$ cat src/rtl/jtbubl_romrq_if.sv
// rtl/jtbubl_romrq_if.sv - client and SDRAM-arbiter signals of one ROM request slot
interface jtbubl_romrq_if #(
  parameter int AW = 18,
  parameter int DW = 8
);
  logic          clr;
  logic [AW-1:0] addr;
  logic          addr_ok;
  logic [DW-1:0] dout;
  logic          data_ok;
  logic          req;
  logic [21:0]   req_addr;
  logic          we;
  logic [31:0]   din;
  logic          din_ok;

  modport master (
    output clr, addr, addr_ok, we, din, din_ok,
    input  dout, data_ok, req, req_addr
  );

  modport slave (
    input  clr, addr, addr_ok, we, din, din_ok,
    output dout, data_ok, req, req_addr
  );
endinterface

$ cat src/rtl/jtbubl_romrq.sv
// rtl/jtbubl_romrq.sv - single-client ROM slot with a one-line 32-bit cache
module jtbubl_romrq #(
  parameter int          AW     = 18,
  parameter int          DW     = 8,
  parameter logic [21:0] OFFSET = 22'd0
) (
  input  logic           clk,
  input  logic           rstn,
  jtbubl_romrq_if.slave  bus
);
  localparam int SB = (DW == 8) ? 2 : ((DW == 16) ? 1 : 0);
  localparam int TW = AW - SB;

  localparam logic [1:0] IDLE = 2'd0;
  localparam logic [1:0] REQ  = 2'd1;
  localparam logic [1:0] WAIT = 2'd2;

  logic [1:0]    state;
  logic          valid;
  logic          req;
  logic [21:0]   req_addr;
  logic [TW-1:0] cached_tag;
  logic [TW-1:0] pend_tag;
  logic [31:0]   line;

  logic [TW-1:0] tag;
  logic          hit;
  logic [21:0]   line_addr;
  logic          fill;

  assign tag       = bus.addr[AW-1:SB];
  assign hit       = valid && (tag == cached_tag);
  assign line_addr = OFFSET + 22'({tag, 1'b0});

  // A fill completes either from WAIT or as a combined accept+data in REQ
  assign fill = bus.din_ok && ((state == WAIT) || (state == REQ && bus.we));

  assign bus.data_ok  = bus.addr_ok && hit && !bus.clr;
  assign bus.req      = req;
  assign bus.req_addr = req_addr;

  generate
    if (DW == 8) begin : g_lane8
      assign bus.dout = line[{bus.addr[1:0], 3'b000} +: DW];
    end else if (DW == 16) begin : g_lane16
      assign bus.dout = line[{bus.addr[0], 4'b0000} +: DW];
    end else begin : g_lane32
      assign bus.dout = line[DW-1:0];
    end
  endgenerate

  always_ff @(posedge clk or negedge rstn) begin
    if (!rstn) begin
      state      <= IDLE;
      valid      <= 1'b0;
      req        <= 1'b0;
      req_addr   <= OFFSET;
      cached_tag <= '0;
      pend_tag   <= '0;
      line       <= '0;
    end else if (bus.clr) begin
      // Invalidate wins over any fill arriving in the same cycle
      valid <= 1'b0;
      state <= IDLE;
      req   <= 1'b0;
    end else begin
      if (fill) begin
        line       <= bus.din;
        cached_tag <= pend_tag;
        valid      <= 1'b1;
      end
      case (state)
        IDLE: begin
          if (bus.addr_ok && !hit) begin
            state    <= REQ;
            req      <= 1'b1;
            pend_tag <= tag;
            req_addr <= line_addr;
          end
        end
        REQ: begin
          if (bus.we) begin
            req   <= 1'b0;
            state <= bus.din_ok ? IDLE : WAIT;
          end
        end
        WAIT: begin
          if (bus.din_ok) state <= IDLE;
        end
        default: state <= IDLE;
      endcase
    end
  end
endmodule
$ cat src/flat_wrapper.sv
// flat-port wrapper written by rule: the top's interface ports become plain ports
module jtbubl_romrq_flat 
#(
  parameter int          AW     = 18,
  parameter int          DW     = 8,
  parameter logic [21:0] OFFSET = 22'd0
)
  (clk, rstn, bus_clr, bus_addr, bus_addr_ok, bus_we, bus_din, bus_din_ok, bus_dout, bus_data_ok, bus_req, bus_req_addr);
  jtbubl_romrq_if #(.AW(AW), .DW(DW)) bus_i ();
  input  logic clk;
  input  logic rstn;
  input wire logic [$bits(bus_i.clr)-1:0] bus_clr;
  input wire logic [$bits(bus_i.addr)-1:0] bus_addr;
  input wire logic [$bits(bus_i.addr_ok)-1:0] bus_addr_ok;
  input wire logic [$bits(bus_i.we)-1:0] bus_we;
  input wire logic [$bits(bus_i.din)-1:0] bus_din;
  input wire logic [$bits(bus_i.din_ok)-1:0] bus_din_ok;
  output wire logic [$bits(bus_i.dout)-1:0] bus_dout;
  output wire logic [$bits(bus_i.data_ok)-1:0] bus_data_ok;
  output wire logic [$bits(bus_i.req)-1:0] bus_req;
  output wire logic [$bits(bus_i.req_addr)-1:0] bus_req_addr;
  assign bus_i.clr = bus_clr;
  assign bus_i.addr = bus_addr;
  assign bus_i.addr_ok = bus_addr_ok;
  assign bus_i.we = bus_we;
  assign bus_i.din = bus_din;
  assign bus_i.din_ok = bus_din_ok;
  assign bus_dout = bus_i.dout;
  assign bus_data_ok = bus_i.data_ok;
  assign bus_req = bus_i.req;
  assign bus_req_addr = bus_i.req_addr;
  jtbubl_romrq #(.AW(AW), .DW(DW), .OFFSET(OFFSET)) u_core (.clk(clk), .rstn(rstn), .bus(bus_i));
endmodule
$ cat config.mk
export PLATFORM = sky130hd
export DESIGN_NAME = jtbubl_romrq_flat
export DESIGN_NICKNAME = d
export VERILOG_FILES = /design/src/rtl/jtbubl_romrq_if.sv /design/src/rtl/jtbubl_romrq.sv /design/src/flat_wrapper.sv
export SDC_FILE = /design/constraint.sdc
export NUM_CORES = 1
export LEC_CHECK = 0
export BUFFER_PORTS_ARGS = -buffer_cell sky130_fd_sc_hd__buf_4
export CORE_UTILIZATION = 46
export CTS_BUF_LIST = sky130_fd_sc_hd__clkbuf_4 sky130_fd_sc_hd__clkbuf_8 sky130_fd_sc_hd__clkbuf_16
export DETAILED_ROUTE_END_ITERATION = 8
export GPL_TIMING_DRIVEN = 0
export HOLD_SLACK_MARGIN = 0.02
export PLACE_DENSITY = 0.77
export SYNTH_ARGS = -nofsm -noshare
export SYNTH_HDL_FRONTEND = slang
export SYNTH_SLANG_ARGS = --single-unit
$ cat constraint.sdc
create_clock -name clk -period 1.9 [get_ports clk]
set_clock_uncertainty 0.2 [all_clocks]
set_input_delay 0.19 -clock clk [delete_from_list [all_inputs] [get_ports clk]]
set_output_delay 0.19 -clock clk [all_outputs]
set_load 0.02 [all_outputs]
==> impl_metrics.py <==
metrics = {
    "floorplan": {
        "die_area_um2": 6900,
        "io_pins": 88,
        "rows": 29,
        "start_util_pct": 47.61,
        "core-area_um2": 6350,
        "die_y_um": 83.07,
        "die_x_um": 83.07,
    },
    "worst_setup_path": {
        "cp-end-kind": "output port",
        "crit_arrival_ps": 2080,
        "cp_max_fo": 2,
        "startpoint_type": "flop",
        "reg2reg_depth": 8,
        "required_ps": 1510,
        "timing.rr.start": "u_core.cached_tag[5]",
        "path_class": "flop to output port",
        "crit_start": "u_core.cached_tag[5]",
    },
    "detailed_routing": {
        "via_per_inst": 5.115,
        "postRouteAntennaNets": 0,
        "drc": 0,
        "drt-total-wl_um": 8140,
        "vias": 2215,
        "drt-initial-drc-count": 109,
        "dr.pass1.iters": 4,
        "wl_per_cell_um": 18.80,
    },
    "power_and_ir_drop": {
        "p_total_w": 0.005304,
        "swShare_pct": 28.23,
        "p_seq_share_pct": 41.9,
        "p_comb_share_pct": 32.8,
        "leakage_nw": 2.300,
        "clkPwrFrac_pct": 25.3,
        "peakVddDrop_uv": 685.4,
        "power.density_nw_per_um2": 1080,
        "p_switching_w": 0.001497,
        "internal_power_w": 0.003807,
    },
    "synth": {
        "async_reset_ff_share_pct": 100.0,
        "yosysMostFrequentCell": "dfrtp_1",
        "synth_area_um2": 3023,
        "synth_top_area_cell": "dfrtp_1",
        "synth_seq_cells": 68,
        "yosys_warnings": 0,
        "ys_top_cells_by_area": "dfrtp_1, mux2_2, mux4_2",
        "syn_area_per_cell_um2": 15.50,
        "synth_commonest_cells": "dfrtp_1, mux2_2",
        "yosysUniqueCellTypes": 31,
        "syn_inst": 195,
        "yosysTopAreaCellShare_pct": 56.29,
        "ys_seq_area_share_pct": 56.29,
        "dominantRegCellSynth": "dfrtp_1",
        "synth_edf_count": 0,
    },
    "clocking": {
        "root_buffer": "clkbuf_8",
        "numCtsBuffers": 9,
        "clockBufferDepth": 2,
        "cts_max_level": 3,
        "clock_sinks": 68,
        "clock_latency_ps": 340,
        "cts_tree": "yes",
        "clk_pin_slew_ps": 70,
    },
    "sta": {
        "setup_violations": 47,
        "period_share_pct": 130.0,
        "rsz0062_at_grt": "yes",
        "fin_tns_setup_ps": -10080,
        "tightest_slew_ps": 865.3,
        "finalMaxSlewViolations": 0,
        "setup_ws_ps": -569.2,
        "hold_violations": 0,
        "slew_headroom_pct": 42.31,
        "timing.fmax_ghz": 0.4050,
        "finalCriticalPeriod_ps": 2469,
    },
    "hold_path": {
        "hold_start": "bus_we",
        "whs_path_depth": 3,
        "hold_path_class": "primary input to flop",
    },
    "global_route": {
        "grt-ovfl-total": 0,
        "antenna_found_initial": 0,
        "grt_use_total_pct": 21.54,
        "grt_max_degree": 69,
        "grt_pass1_vias": 2285,
        "grt_first_pass_wirelength_um": 11470,
    },
    "placed_design": {
        "dp_cells": 356,
        "place_hpwl_um": 4184,
        "gp_congestion": 0.7267,
        "portBuffers": 79,
        "placed_area_um2": 3754,
    },
    "finish": {
        "syn_to_final_growth_pct": 62.50,
        "drive_gt1_share_pct": 55.34,
        "final_area_um2": 4912,
        "diodes": 0,
        "final-seq-area_um2": 1702,
        "multi_input_area_um2": 1428,
        "final_cells": 433,
        "fill_cells": 388,
        "final_nets": 407,
    },
    "flow_run": {
        "maxCapViolCount": 0,
    },
    "outcome": {
        "failed_checks": "setup timing",
        "status": "complete, but fails checks",
    },
}
-- cell type report --
class / instances / area share (%)
multi-input cells: 115 / 29.06
repair buffers: 141 / 26.21
clock buffers: 11 / 2.955
plain buffers: 15 / 3.566
inverters: 1 / 0.07641
well taps: 77 / 1.961
flip-flops and latches: 68 / 34.64
clock inverters: 5 / 1.528
-- power groups by stage --
stage,sequential [W],combinational [W],clock [W]
after floorplan,0.00222,0.000830,0
after global placement,0.00218,0.00132,0
after detailed placement,0.00221,0.00135,0
after CTS,0.00218,0.00147,0.00133
after global routing,0.00227,0.00184,0.00143
final,0.00222,0.00174,0.00134
-- metal layers --
metal	wire length, um	track usage [%]	share of wire (%)	vias up
met1	3459	28.19	42	1144
met4	153	9.561	1.9	0
met2	4226	35.47	52	64
met3	301	3.479	3.7	13
met5	0	0	0	-
li1	-	-	-	994
-- critical path: stages, from the launching register on --
cell and delay, ps:
dfrtp_1 400, xor2_1 170, nor4_2 330, nand2_1 150, or4_4 460, nor2_4 110
buf_6 120
-- registers in the layout (all words and copies together), names as in the netlist --
| signal | flops |
|---|---|
| u_core.line | 32 |
| u_core.cached_tag | 16 |
| u_core.valid | 1 |
| u_core.bus.req | 1 |
| u_core.pend_tag | 16 |
| u_core.state | 2 |
-- cells in the final DEF (no fill, tap or decap), drive strengths merged --
cell type	n
a21o	1
a21oi	1
a31o	1
and2	1
buf	100
bufinv	2
clkbuf	15
clkinv	3
conb	6
dfrtp	68
dlygate4sd3	52
inv	1
mux2	64
mux4	8
nand2	3
nand2b	1
nand3	1
nand3b	1
nand4	1
nor2	1
nor2b	1
nor3	1
nor4	2
nor4b	1
o31a	1
or2	2
or4	1
xnor2	8
xor2	8
-- path summary, 6_finish.rpt --
check	to	slack [ps]
worst max-delay path	bus_data_ok	-570
worst min-delay path	u_core.state[0]	40
worst max register to register	u_core.pend_tag[7]	-460
worst min register to register	u_core.line[18]	310
max in group asynchronous	u_core.cached_tag[4]	610
min in group asynchronous	u_core.line[15]	320
-- metrics by stage --
step / util (%) / worst slack [ps] / hold slack [ps]
finish: 77.36 / -569.2 / 38.39
global route: 77.36 / -682.9 / 39.84
CTS: 72.39 / -493.7 / 31.65
detailed placement: 59.11 / -356.9 / 153.4
global placement: 59.11 / -337.4 / 150.5
floorplan: - / -85.95 / -305.6
-- repair_timing --
action / 4_1_cts / 5_1_grt
pin swaps: 5 / 3
setup endpoints to repair: 72 / 67
setup buffers: 6 / 1
gates resized for setup: 12 / 61
cloned: 1 / 3
hold buffers: 52 / 0
endpoints found under the hold margin: 118 / 0
-- kinds of logic (layout without fill, tap and decap cells) --
family | Yosys count | in the layout | synth area share, %
other | 1 | 6 | 0.1241
multiplexers | 72 | 72 | 30.79
AND/OR/NAND/NOR | 17 | 17 | 3.311
AO/OA/AOI/OAI | 4 | 4 | 0.9934
buffers and inverters | 17 | 173 | 3.849
flip-flops | 68 | 68 | 56.29
XOR/XNOR | 16 | 16 | 4.636
Power figures use the tool's default switching activity.
